[config.mk]
export PLATFORM = sky130hd
export DESIGN_NAME = uart_boot_loader_flat
export DESIGN_NICKNAME = d
export VERILOG_FILES = /design/src/rtl/uart_boot_loader_if.sv /design/src/rtl/uart_boot_loader.sv /design/src/flat_wrapper.sv
export SDC_FILE = /design/constraint.sdc
export NUM_CORES = 1
export LEC_CHECK = 0
export CORE_UTILIZATION = 45
export DETAILED_ROUTE_END_ITERATION = 12
export PLACE_DENSITY = 0.65
export SLEW_MARGIN = 20
export SYNTH_ARGS = -nofsm -noshare
export SYNTH_HDL_FRONTEND = slang
export SYNTH_SLANG_ARGS = --single-unit
[constraint.sdc]
create_clock -name clk -period 5.1 [get_ports clk]
set_clock_uncertainty 0.05 [all_clocks]
set_input_delay 1.02 -clock clk [delete_from_list [all_inputs] [get_ports clk]]
set_output_delay 1.02 -clock clk [all_outputs]
set_load 0.005 [all_outputs]
[src/rtl/uart_boot_loader_if.sv]
// uart_boot_loader_if
//   Groups the byte stream coming from the UART receiver with the
//   instruction-memory write port and the boot status outputs.
//
//   Signals:
//     rx_valid    one-cycle strobe, rx_byte valid this cycle
//     rx_byte     received UART byte
//     wr_en       instruction memory write strobe, one cycle per word
//     wr_instr    assembled instruction word, held until the next wr_en
//     load_count  words written since reset
//     boot_done   image fully loaded and accepted
//     boot_err    image rejected
//     cpu_rst_n   active-low CPU reset, released only on boot_done
//
//   Modports:
//     master  byte source / memory side (drives rx_*, observes the rest)
//     slave   the boot loader itself
interface uart_boot_loader_if #(
  parameter int CNT_W = 11
);
  logic             rx_valid;
  logic [7:0]       rx_byte;
  logic             wr_en;
  logic [31:0]      wr_instr;
  logic [CNT_W-1:0] load_count;
  logic             boot_done;
  logic             boot_err;
  logic             cpu_rst_n;

  modport master (
    output rx_valid, rx_byte,
    input  wr_en, wr_instr, load_count, boot_done, boot_err, cpu_rst_n
  );

  modport slave (
    input  rx_valid, rx_byte,
    output wr_en, wr_instr, load_count, boot_done, boot_err, cpu_rst_n
  );
endinterface

[src/rtl/uart_boot_loader.sv]
// uart_boot_loader
//   Sits upstream of the instruction memory bootloader write port. Bytes
//   from the UART receiver are assembled little-endian into 32-bit words.
//   The first word is the image length N (in words); the following N
//   words are written to instruction memory with a one-cycle wr_en each.
//   The CPU is held in reset (cpu_rst_n low) until the whole image has
//   been accepted. A length of zero finishes immediately; a length larger
//   than DEPTH rejects the image.
//
//   Optional feature, macro BOOT_CHECKSUM_EN:
//     after the payload one more word C is received and compared with the
//     XOR of all payload words; a mismatch rejects the image.
//
//   Ports:
//     clk    system clock
//     rst_n  asynchronous active-low reset
//     bus    uart_boot_loader_if.slave (rx byte stream, memory write
//            port, load_count, boot_done, boot_err, cpu_rst_n)
//
//   Parameters:
//     DEPTH  instruction memory depth in words (maximum image length)
//     CNT_W  width of load_count, 2**CNT_W must exceed DEPTH
module uart_boot_loader #(
  parameter int DEPTH = 1024,
  parameter int CNT_W = 11
) (
  input  logic              clk,
  input  logic              rst_n,
  uart_boot_loader_if.slave bus
);

  typedef enum logic [2:0] {
    HDR,
    LOAD,
`ifdef BOOT_CHECKSUM_EN
    CHK,
`endif
    DONE,
    ERR
  } state_t;

  state_t           state;
  logic [1:0]       byte_idx;
  logic [23:0]      asm_word;
  logic [CNT_W-1:0] remaining;
  logic             wr_en_q;
  logic [31:0]      wr_instr_q;
  logic [CNT_W-1:0] load_count_q;
  logic             boot_done_q;
  logic             boot_err_q;
  logic             cpu_rst_n_q;
`ifdef BOOT_CHECKSUM_EN
  logic [31:0]      xor_sum;
`endif

  logic             accept;
  logic             word_done;
  logic [31:0]      full_word;

  // Bytes are only taken while a word is still expected. In LOAD the
  // cycle carrying the final wr_en has remaining==0; without the checksum
  // nothing more belongs to the image there, with the checksum that byte
  // is already the first lane of C and must not be dropped.
  always_comb begin
    accept    = 1'b0;
    full_word = {bus.rx_byte, asm_word};
    case (state)
      HDR:  accept = bus.rx_valid;
`ifdef BOOT_CHECKSUM_EN
      LOAD: accept = bus.rx_valid;
      CHK:  accept = bus.rx_valid;
`else
      LOAD: accept = bus.rx_valid && (remaining != '0);
`endif
      default: accept = 1'b0;
    endcase
    word_done = accept && (byte_idx == 2'd3);
  end

  always_ff @(posedge clk or negedge rst_n) begin
    if (!rst_n) begin
      state        <= HDR;
      byte_idx     <= 2'd0;
      asm_word     <= '0;
      remaining    <= '0;
      wr_en_q      <= 1'b0;
      wr_instr_q   <= '0;
      load_count_q <= '0;
      boot_done_q  <= 1'b0;
      boot_err_q   <= 1'b0;
      cpu_rst_n_q  <= 1'b0;
`ifdef BOOT_CHECKSUM_EN
      xor_sum      <= '0;
`endif
    end else begin
      wr_en_q <= 1'b0;

      // Lanes 0..2 are buffered; lane 3 is taken straight from rx_byte
      // when the word completes, so it never needs its own register.
      if (accept) begin
        byte_idx <= byte_idx + 2'd1;
        case (byte_idx)
          2'd0:    asm_word[7:0]   <= bus.rx_byte;
          2'd1:    asm_word[15:8]  <= bus.rx_byte;
          2'd2:    asm_word[23:16] <= bus.rx_byte;
          default: ;
        endcase
      end

      case (state)
        HDR: begin
`ifdef BOOT_CHECKSUM_EN
          xor_sum <= '0;
`endif
          if (word_done) begin
            if (full_word == '0) begin
`ifdef BOOT_CHECKSUM_EN
              // An empty image still carries a checksum word, expected 0.
              state <= CHK;
`else
              state       <= DONE;
              boot_done_q <= 1'b1;
              cpu_rst_n_q <= 1'b1;
`endif
            end else if (full_word > 32'(DEPTH)) begin
              state      <= ERR;
              boot_err_q <= 1'b1;
            end else begin
              state     <= LOAD;
              remaining <= full_word[CNT_W-1:0];
            end
          end
        end

        LOAD: begin
          // Leave LOAD on the edge that ends the final wr_en cycle, so the
          // last write is fully visible before the CPU is released.
          if (wr_en_q && (remaining == '0)) begin
`ifdef BOOT_CHECKSUM_EN
            state <= CHK;
`else
            state       <= DONE;
            boot_done_q <= 1'b1;
            cpu_rst_n_q <= 1'b1;
`endif
          end else if (word_done) begin
            wr_instr_q   <= full_word;
            wr_en_q      <= 1'b1;
            load_count_q <= load_count_q + CNT_W'(1);
            remaining    <= remaining - CNT_W'(1);
`ifdef BOOT_CHECKSUM_EN
            xor_sum      <= xor_sum ^ full_word;
`endif
          end
        end

`ifdef BOOT_CHECKSUM_EN
        CHK: begin
          if (word_done) begin
            if (full_word == xor_sum) begin
              state       <= DONE;
              boot_done_q <= 1'b1;
              cpu_rst_n_q <= 1'b1;
            end else begin
              state      <= ERR;
              boot_err_q <= 1'b1;
            end
          end
        end
`endif

        // DONE and ERR are terminal; only rst_n starts a new load.
        DONE: ;
        ERR:  ;
        default: begin
          state      <= ERR;
          boot_err_q <= 1'b1;
        end
      endcase
    end
  end

  assign bus.wr_en      = wr_en_q;
  assign bus.wr_instr   = wr_instr_q;
  assign bus.load_count = load_count_q;
  assign bus.boot_done  = boot_done_q;
  assign bus.boot_err   = boot_err_q;
  assign bus.cpu_rst_n  = cpu_rst_n_q;

endmodule

[src/flat_wrapper.sv]
// flat-port wrapper written by rule: the top's interface ports become plain ports
module uart_boot_loader_flat 
#(
  parameter int DEPTH = 1024,
  parameter int CNT_W = 11
)
  (clk, rst_n, bus_rx_valid, bus_rx_byte, bus_wr_en, bus_wr_instr, bus_load_count, bus_boot_done, bus_boot_err, bus_cpu_rst_n);
  uart_boot_loader_if #(.CNT_W(CNT_W)) bus_i ();
  input  logic clk;
  input  logic rst_n;
  input wire logic [$bits(bus_i.rx_valid)-1:0] bus_rx_valid;
  input wire logic [$bits(bus_i.rx_byte)-1:0] bus_rx_byte;
  output wire logic [$bits(bus_i.wr_en)-1:0] bus_wr_en;
  output wire logic [$bits(bus_i.wr_instr)-1:0] bus_wr_instr;
  output wire logic [$bits(bus_i.load_count)-1:0] bus_load_count;
  output wire logic [$bits(bus_i.boot_done)-1:0] bus_boot_done;
  output wire logic [$bits(bus_i.boot_err)-1:0] bus_boot_err;
  output wire logic [$bits(bus_i.cpu_rst_n)-1:0] bus_cpu_rst_n;
  assign bus_i.rx_valid = bus_rx_valid;
  assign bus_i.rx_byte = bus_rx_byte;
  assign bus_wr_en = bus_i.wr_en;
  assign bus_wr_instr = bus_i.wr_instr;
  assign bus_load_count = bus_i.load_count;
  assign bus_boot_done = bus_i.boot_done;
  assign bus_boot_err = bus_i.boot_err;
  assign bus_cpu_rst_n = bus_i.cpu_rst_n;
  uart_boot_loader #(.DEPTH(DEPTH), .CNT_W(CNT_W)) u_core (.clk(clk), .rst_n(rst_n), .bus(bus_i));
endmodule
Word-level counts from Yosys, hierarchy flattened --
Cells that the tools add are included.
Word-level totals: register bits 86, bits of input ports 11, logic and storage cells 74
Operators by class: add/subtract/negate cells 3, $lt $le $gt $ge 1, equality and inequality tests 14, mux-type cells 23, bitwise operators 3, reductions and logical operators 19
Operator list (count):
- 11-bit 2-to-1 mux | 5
- 32-bit by 11-bit > comparator with 1-bit output, second input constant | 1
- 32-bit zero test | 1
- 11-bit case mux with 2 select lines | 1
- 11-bit by 1-bit adder with 11-bit output, second input constant | 1
- 11-bit zero test | 1
- 11-bit nonzero test | 1
- 11-bit by 1-bit subtractor with 11-bit output, second input constant | 1
- 2-bit by 1-bit inequality test with 1-bit output, second input constant | 5
- 1-bit 2-to-1 mux | 9
- 3-bit 2-to-1 mux | 3
- 3-bit case mux with 3 select lines | 1
- 4-bit AND reduction | 2
- 3-bit by 2-bit equality test with 1-bit output, second input constant | 2
- 2-bit inequality test, second input constant | 3
- 1-bit case mux with 2 select lines | 3
- 2-bit AND reduction | 3
- 3-bit AND reduction | 2
- 6-bit AND reduction | 1
- 2-bit equality test, second input constant | 2
- 3-bit by 1-bit equality test with 1-bit output, second input constant | 1
- 1-bit logical AND | 3
- 3-bit zero test | 1
- 1-bit inverter | 3
- other kinds (7) | 7

Depth between registers and ports, before layout --
Gate-level depths: netlist of run 1.
word-level depth 7, gate-level depth with buffers 9, mapped depth without buffers 7

Worst setup path after synthesis of run 1 --
No wires, ideal clock.
path kind in2reg, start point input port bus_rx_byte[0], end point register u_core.remaining[0], library setup time 0.119 ns, data arrival time 2.115 ns, slack 2.816 ns, cell stages on the path 6, cell sequence nor4_1 > nand4_1 > a2111oi_4 > buf_6 > o21ai_0 > a21bo_1
Between the ends: cells in the longest elaborated chain, start to end 3, elaborated cells between the ends (all ways) 5
RTL lines:
- from (decl) | line flat_wrapper.sv:12 | input wire logic [$bits(bus_i.rx_byte)-1:0] bus_rx_byte;
- 32-bit by 11-bit > comparator with 1-bit output / 32-bit zero test (equally long branches) | line uart_boot_loader.sv:125, uart_boot_loader.sv:116
- 2-bit inequality test (no line)
- 6-bit AND reduction (no line) (*)
- to (signal assigned) | line uart_boot_loader.sv:130 | remaining <= full_word[CNT_W-1:0];
- to (signal assigned) | line uart_boot_loader.sv:150 | remaining <= remaining - CNT_W'(1);
- to (decl) | line uart_boot_loader.sv:45 | logic [CNT_W-1:0] remaining;
Mark *: on every way between the ends. The rest lies on a longest branch, timed or not. A chain may end at the register's enable or synchronous reset.

Worst setup path in the final report of run 1 --
start point input port bus_rx_valid, end point register u_core.wr_instr_q[18], in the netlist u_core.bus.wr_instr[18]
Between the ends: cells in the longest elaborated chain, start to end 4
RTL lines:
- from (decl) | line flat_wrapper.sv:11 | input wire logic [$bits(bus_i.rx_valid)-1:0] bus_rx_valid;
- 1-bit logical AND | line uart_boot_loader.sv:73 | LOAD: accept = bus.rx_valid && (remaining != '0);
- 1-bit case mux with 2 select lines (*) | line uart_boot_loader.sv:67 | case (state)
- 1-bit logical AND (*) | line uart_boot_loader.sv:77 | word_done = accept && (byte_idx == 2'd3);
- 3-bit AND reduction (no line) (*)
- to (signal assigned) | line uart_boot_loader.sv:147 | wr_instr_q <= full_word;
- to (decl) | line uart_boot_loader.sv:47 | logic [31:0] wr_instr_q;
Marked as above.

==> flow_metrics.py, run 1 <==
metrics = {
    "outcome": {
        "status": "complete, no violations",
    },
    "die": {
        "die_area_um2": 9130,
        "rows": 33,
        "ios": 58,
        "die_y_um": 95.5,
        "die_x_um": 95.5,
        "core_area_um2": 8340,
        "start_util_pct": 47.2,
    },
    "timing": {
        "slew_headroom_pct": 34.8,
        "min_period_over_period_pct": 62.3,
        "final_hold_viol_count": 0,
        "setup_tns_ns": 0,
        "min_period_ns": 3.17,
        "setup_viol": 0,
        "worstMarginPinSlew_ns": 0.978,
        "maxSlewViolCount": 0,
        "rsz0062_at_grt": "no",
        "fmax_ghz": 0.315,
    },
    "logic_synthesis": {
        "yosysWarningCount": 0,
        "ys_ff_latch": 85,
        "synth_edf_count": 0,
        "synth_ff_type": "dfrtp_1",
        "syn_inst": 309,
        "ys_seq_area_share_pct": 54.0,
        "syn_area_um2": 3940,
        "ys_types": 57,
        "synthArstFlopShare_pct": 100,
        "syn_nets": 327,
        "syn_area_per_cell_um2": 12.7,
    },
    "layout": {
        "diodes": 0,
        "area_growth_pct": 21.7,
        "n_fill_cell": 718,
        "drive_above_1_share_pct": 25.3,
        "layoutNonFillerInstCount": 473,
        "final_util_pct": 57.5,
        "layout_common_cells": "dfrtp_1 (85), mux2_2 (57), clkdlybuf4s50_1 (56), nand2_1 (22), nor2_1 (12)",
        "layout_commonest_cell": "dfrtp_1",
        "nNetsFinal": 382,
    },
    "setup_path": {
        "endpoint_kind": "flop",
        "r2r-start": "u_core.remaining[0]$_DFFE_PN0P_",
        "crit_cells": 5,
        "path_max_fanout": 23,
        "criticalPathCategory": "input pin to flop",
        "path_delay_family": "simple AND/OR/NAND/NOR gates",
        "slowest_delay_ns": 0.73,
        "cp-start-kind": "input pin",
        "crit_arrival_ns": 3.36,
        "reg2reg_depth": 7,
        "reg2reg_to": "u_core.bus.wr_instr[18]$_DFFE_PN0P_",
        "crit_buf_inv": 2,
        "path_cells": "clkdlybuf4s50_1, nand3b_1, nor3_4, buf_4, mux2_2",
        "worst_ep_required_time_ns": 5.29,
        "slowest_stage": "nor3_4",
        "regToRegSetupSlack_ns": 2.19,
    },
    "power": {
        "p_leak_uw": 0.00213,
        "ir_drop_mv": 0.170,
        "p_per_area_nw_per_um2": 365,
    },
    "routing": {
        "drt_iter0_markers": 179,
        "wl_um": 8110,
        "dr.pass1.iters": 4,
        "wl_per_cell_um": 17.2,
        "vias": 2660,
        "vias_per_cell": 5.62,
        "drc": 0,
        "drtAntennaViolNets": 0,
    },
    "global_routing": {
        "met2_usage_pct": 29.5,
        "met3_usage_pct": 3.51,
        "antenna_found_initial": 0,
        "grt_max_degree": 86,
        "grt_first_pass_wirelength_um": 13300,
        "grt.busiest_layer": "met2",
        "grt_pass1_vias": 2556,
        "grt_usage_pct": 19.8,
        "grt_overflow": 0,
        "met1_usage_pct": 28.3,
    },
    "clock_network": {
        "cts_buffers": 9,
        "post_cts_buffers": 0,
        "cts.sinks": 85,
        "htree_levels": 3,
        "clock_latency_ns": 0.35,
        "clk_pin_slew_ns": 0.08,
        "ctsResizeCount": 0,
        "cts_tree": "done",
        "cts_hold_buf": 0,
        "clk_path_buf_depth": 2,
        "root_buffer": "clkbuf_8",
    },
    "worst_hold_path": {
        "worstHoldPathType": "flop to flop",
        "min_to": "u_core.bus.boot_err$_DFFE_PN0P_",
        "whs_path_depth": 1,
        "min_from": "u_core.bus.boot_err$_DFFE_PN0P_",
    },
    "placed_design": {
        "place_hpwl_um": 5480,
        "dp.cells": 458,
        "port_buffers": 57,
        "place.gp.congestion": 0.765,
    },
    "job": {
        "cap_viol_max_count": 0,
    },
}
[per-stage QoR]
step	power, uW	area (um^2)	hold WS [ns]	setup slack, ns
6_report	1750	4790	0.418	1.93
5_1_grt	1830	4790	0.445	1.78
4_1_cts	1760	4790	0.427	1.88
3_5_place_dp	1190	4550	0.405	1.51
3_3_place_gp	1180	4550	0.396	1.57
2_1_floorplan	1070	3940	0.401	2.82
[cell families after synthesis]
family | after synthesis | synth area share (%)
simple gates | 81 | 11.9
mux | 58 | 16.6
fa+ha+maj | 7 | 2.22
xor+xnor | 11 | 2.45
flops | 85 | 54.0
buf+inv | 23 | 3.43
compound gates | 44 | 9.37
[cell type report]
class                   count  area [um^2]  share of cell area, %
clock buffers               9          124                   2.58
clock inverters             6          111                   2.32
inverters                   8         30.0                  0.627
multi-input cells         201         1680                   35.1
flip-flops and latches     85         2130                   44.4
well taps                 105          131                   2.74
repair buffers             59          587                   12.2
[sequential cells by signal (all words and copies together) (netlist names)]
signal                 cells
u_core.state               2
u_core.asm_word           24
u_core.bus.load_count     11
u_core.bus.boot_done       1
u_core.bus.boot_err        1
u_core.byte_idx            2
u_core.bus.wr_en           1
u_core.remaining          11
u_core.bus.wr_instr       32
[power by group]
group,internal (uW),switching [uW]
clock network,324,246
logic,156,127
registers,771,127
total,1250,500
[how the worst max path moves through the flow]
stage | from | to | slack (ns)
after floorplan | bus_rx_byte[0] | u_core.remaining[0]$_DFFE_PN0P_ | 2.82
after global placement | bus_rx_valid | u_core.bus.wr_instr[3]$_DFFE_PN0P_ | 1.57
after detailed placement | bus_rx_valid | u_core.bus.wr_instr[18]$_DFFE_PN0P_ | 1.51
after CTS | bus_rx_valid | u_core.bus.wr_instr[18]$_DFFE_PN0P_ | 1.88
after global routing | bus_rx_valid | u_core.bus.wr_instr[27]$_DFFE_PN0P_ | 1.78
final | bus_rx_valid | u_core.bus.wr_instr[18]$_DFFE_PN0P_ | 1.93
[cell usage after synthesis (2+ instances only)]
cell	number	area share, %
a21oi_1	4	0.51
a22o_1	3	0.67
a22oi_1	2	0.38
a31o_2	2	0.44
a32o_1	2	0.51
and3_1	4	0.64
buf_2	6	0.76
buf_4	2	0.38
buf_6	4	1.1
clkbuf_1	2	0.19
dfrtp_1	85	54
ha_1	7	2.2
inv_1	8	0.76
mux2_2	57	16
nand2_1	22	2.1
nand2_2	3	0.48
nand2b_1	3	0.48
nand3_1	6	0.76
nand4_1	7	1.1
nor2_1	12	1.1
nor2b_1	2	0.32
nor3_1	3	0.38
nor4_1	5	0.79
nor4_4	2	1.1
nor4b_1	2	0.44
o211ai_1	5	0.95
o21ai_0	7	0.89
o31ai_1	2	0.38
or3_1	3	0.48
xnor2_1	7	1.6
xor2_1	4	0.89
[metal layers]
metal | part of all wire (%) | wire length [um] | vias up
li1 | - | - | 1239
met1 | 47 | 3800 | 1351
met2 | 48 | 3930 | 59
met3 | 3.4 | 276 | 11
met4 | 1.3 | 108 | 0
met5 | 0 | 0 | -
(Power assumes the default switching activity.)
==> run 2: changes to the inputs <==
Clock period 5.1 ns to 3.15 ns, I/O delays scaled along.
==> run 2 against run 1 <==
  * Critical path depth increased by 2
  * Total power increased by 54%
  * Sequential share of layout area decreased by 0.058 points
  * First-iteration DRC count increased by 42%
  * Critical path type is now flop to flop
  * Cell count increased by 1.5%
  * Combinational power increased by 62%
  * Worst hold slack got worse by 0.18 ns
  * Routed wire length increased by 1.7%
==> flow_metrics.py, run 2 (synthesized netlist as in run 1, its figures left out) <==
metrics = {
    "outcome": {
        "status": "complete, no violations",
    },
    "clock_network": {
        "root_buffer": "clkbuf_8",
        "post_cts_buffers": 0,
        "htree_levels": 3,
        "clk_path_buf_depth": 2,
        "clock_latency_ns": 0.36,
        "cts_tree": "done",
        "clk_pin_slew_ns": 0.09,
        "cts_buffers": 9,
        "cts_hold_buf": 0,
        "cts.sinks": 85,
        "ctsResizeCount": 0,
    },
    "power": {
        "p_per_area_nw_per_um2": 563,
        "sw_frac_of_total_pct": 30.6,
        "p_int_uw": 1880,
        "power_frac_clock_pct": 29.1,
        "ir_drop_mv": 0.282,
        "power_uw": 2700,
        "p_comb_share_pct": 16.9,
        "seq_power_share_pct": 53.9,
        "p_switching_uw": 826,
        "p_leak_uw": 0.00215,
    },
    "setup_path": {
        "path_max_fanout": 13,
        "regToRegSetupSlack_ns": 0.72,
        "path_delay_family": "compound AO/OA/AOI/OAI gates",
        "slowest_delay_ns": 0.46,
        "r2r-start": "u_core.remaining[0]$_DFFE_PN0P_",
        "endpoint_kind": "flop",
        "slowest_stage": "and3_1",
        "worst_ep_required_time_ns": 3.34,
        "reg2reg_depth": 7,
        "crit_buf_inv": 1,
        "criticalPathCategory": "flop to flop",
        "path_cells": "inv_1, ha_1, nor4b_1, and3_1, a21oi_4, o21a_1, a32o_1",
        "reg2reg_to": "u_core.remaining[4]$_DFFE_PN0P_",
        "cp-start-kind": "flop",
        "crit_arrival_ns": 2.62,
    },
    "placed_design": {
        "place_hpwl_um": 5660,
        "port_buffers": 57,
        "preCtsSetupSlack_ns": 0.362,
        "place_area_um2": 4600,
        "place.gp.congestion": 0.792,
    },
    "timing": {
        "min_period_ns": 2.43,
        "maxSlewViolCount": 0,
        "rsz0062_at_grt": "no",
        "slew_headroom_pct": 43.0,
        "setup_tns_ns": 0,
        "worstMarginPinSlew_ns": 0.855,
        "min_period_over_period_pct": 77.1,
        "final_hold_viol_count": 0,
        "fmax_ghz": 0.411,
        "setup_viol": 0,
        "setup_ws_ns": 0.720,
    },
    "global_routing": {
        "grt_overflow": 0,
        "grt_first_pass_wirelength_um": 13900,
        "antenna_found_initial": 0,
        "grt_max_degree": 86,
        "grt_usage_pct": 20.3,
        "grt_pass1_vias": 2760,
    },
    "layout": {
        "drive_above_1_share_pct": 26.4,
        "diodes": 0,
        "final_cell_area_um2": 4800,
        "largest_register_ffs": 32,
        "n_fill_cell": 680,
        "final_util_pct": 57.5,
        "area_growth_pct": 21.9,
        "nNetsFinal": 388,
        "layout_common_cells": "dfrtp_1 (85), mux2_2 (57), clkdlybuf4s50_1 (56), nand2_1 (22), nor2_1 (12)",
        "layout_commonest_cell": "dfrtp_1",
    },
    "die": {
        "die_x_um": 95.5,
        "ios": 58,
        "rows": 33,
        "die_area_um2": 9130,
        "die_y_um": 95.5,
        "core_area_um2": 8340,
        "start_util_pct": 47.2,
    },
    "routing": {
        "drtAntennaViolNets": 0,
        "wl_per_cell_um": 17.2,
        "drc": 0,
        "dr.pass1.iters": 5,
        "drt_iter0_markers": 255,
        "vias": 2690,
        "vias_per_cell": 5.60,
        "wl_um": 8250,
    },
    "job": {
        "cap_viol_max_count": 0,
    },
    "worst_hold_path": {
        "worstHoldPathType": "input pin to asynchronous set/reset pin",
    },
}
[run 2: how the worst max path moves through the flow]
stage                                         start                             endpoint  slack, ns  depth (start not counted)
finish              u_core.remaining[0]$_DFFE_PN0P_      u_core.remaining[4]$_DFFE_PN0P_       0.72                          7
global route        u_core.remaining[0]$_DFFE_PN0P_      u_core.remaining[4]$_DFFE_PN0P_       0.59                          7
global placement                     bus_rx_byte[1]      u_core.remaining[1]$_DFFE_PN0P_       0.42                          6
detailed placement                   bus_rx_byte[3]      u_core.remaining[9]$_DFFE_PN0P_       0.36                          6
CTS                 u_core.remaining[0]$_DFFE_PN0P_      u_core.remaining[4]$_DFFE_PN0P_       0.72                          7
floorplan           u_core.remaining[0]$_DFFE_PN0P_  u_core.bus.wr_instr[24]$_DFFE_PN0P_       1.14                          8
[run 2: worst register-to-register path, cell delays in order (launching register included)]
cell and delay (ns):
dfrtp_1 0.41, inv_1 0.11, ha_1 0.15, nor4b_1 0.25
and3_1 0.46, a21oi_4 0.19, o21a_1 0.40, a32o_1 0.29
[run 2: final cells by class]
cell class	count	area [um^2]	area share, %
Multi-Input combinational cell	201	1680	35.0
Timing Repair Buffer	65	632	13.2
Clock buffer	10	128	2.66
Clock inverter	6	68.8	1.43
Tap cell	105	131	2.74
Inverter	8	30.0	0.626
Sequential cell	85	2130	44.3
[run 2: routing by layer]
metal / routed length, um / GRT usage, % / vias up
li1: - / - / 1253
met1: 3900 / 28.1 / 1343
met2: 3840 / 31.5 / 89
met3: 446 / 5.26 / 5
met4: 69 / 6.09 / 0
met5: 0 / 0 / -
[run 2: metrics by stage]
step | hold slack, ns | instances
floorplan | 0.284 | 309
global placement | 0.394 | 464
detailed placement | 0.402 | 464
CTS | 0.424 | 480
global route | 0.308 | 480
finish | 0.239 | 480
[run 2: power groups by stage]
| stage | registers [uW] | clock network (uW) | logic (uW) |
|---|---|---|---|
| global placement | 1480 | 0 | 446 |
| detailed placement | 1480 | 0 | 461 |
| global route | 1490 | 854 | 514 |
| finish | 1460 | 787 | 458 |
| floorplan | 1390 | 0 | 348 |
| CTS | 1460 | 808 | 463 |
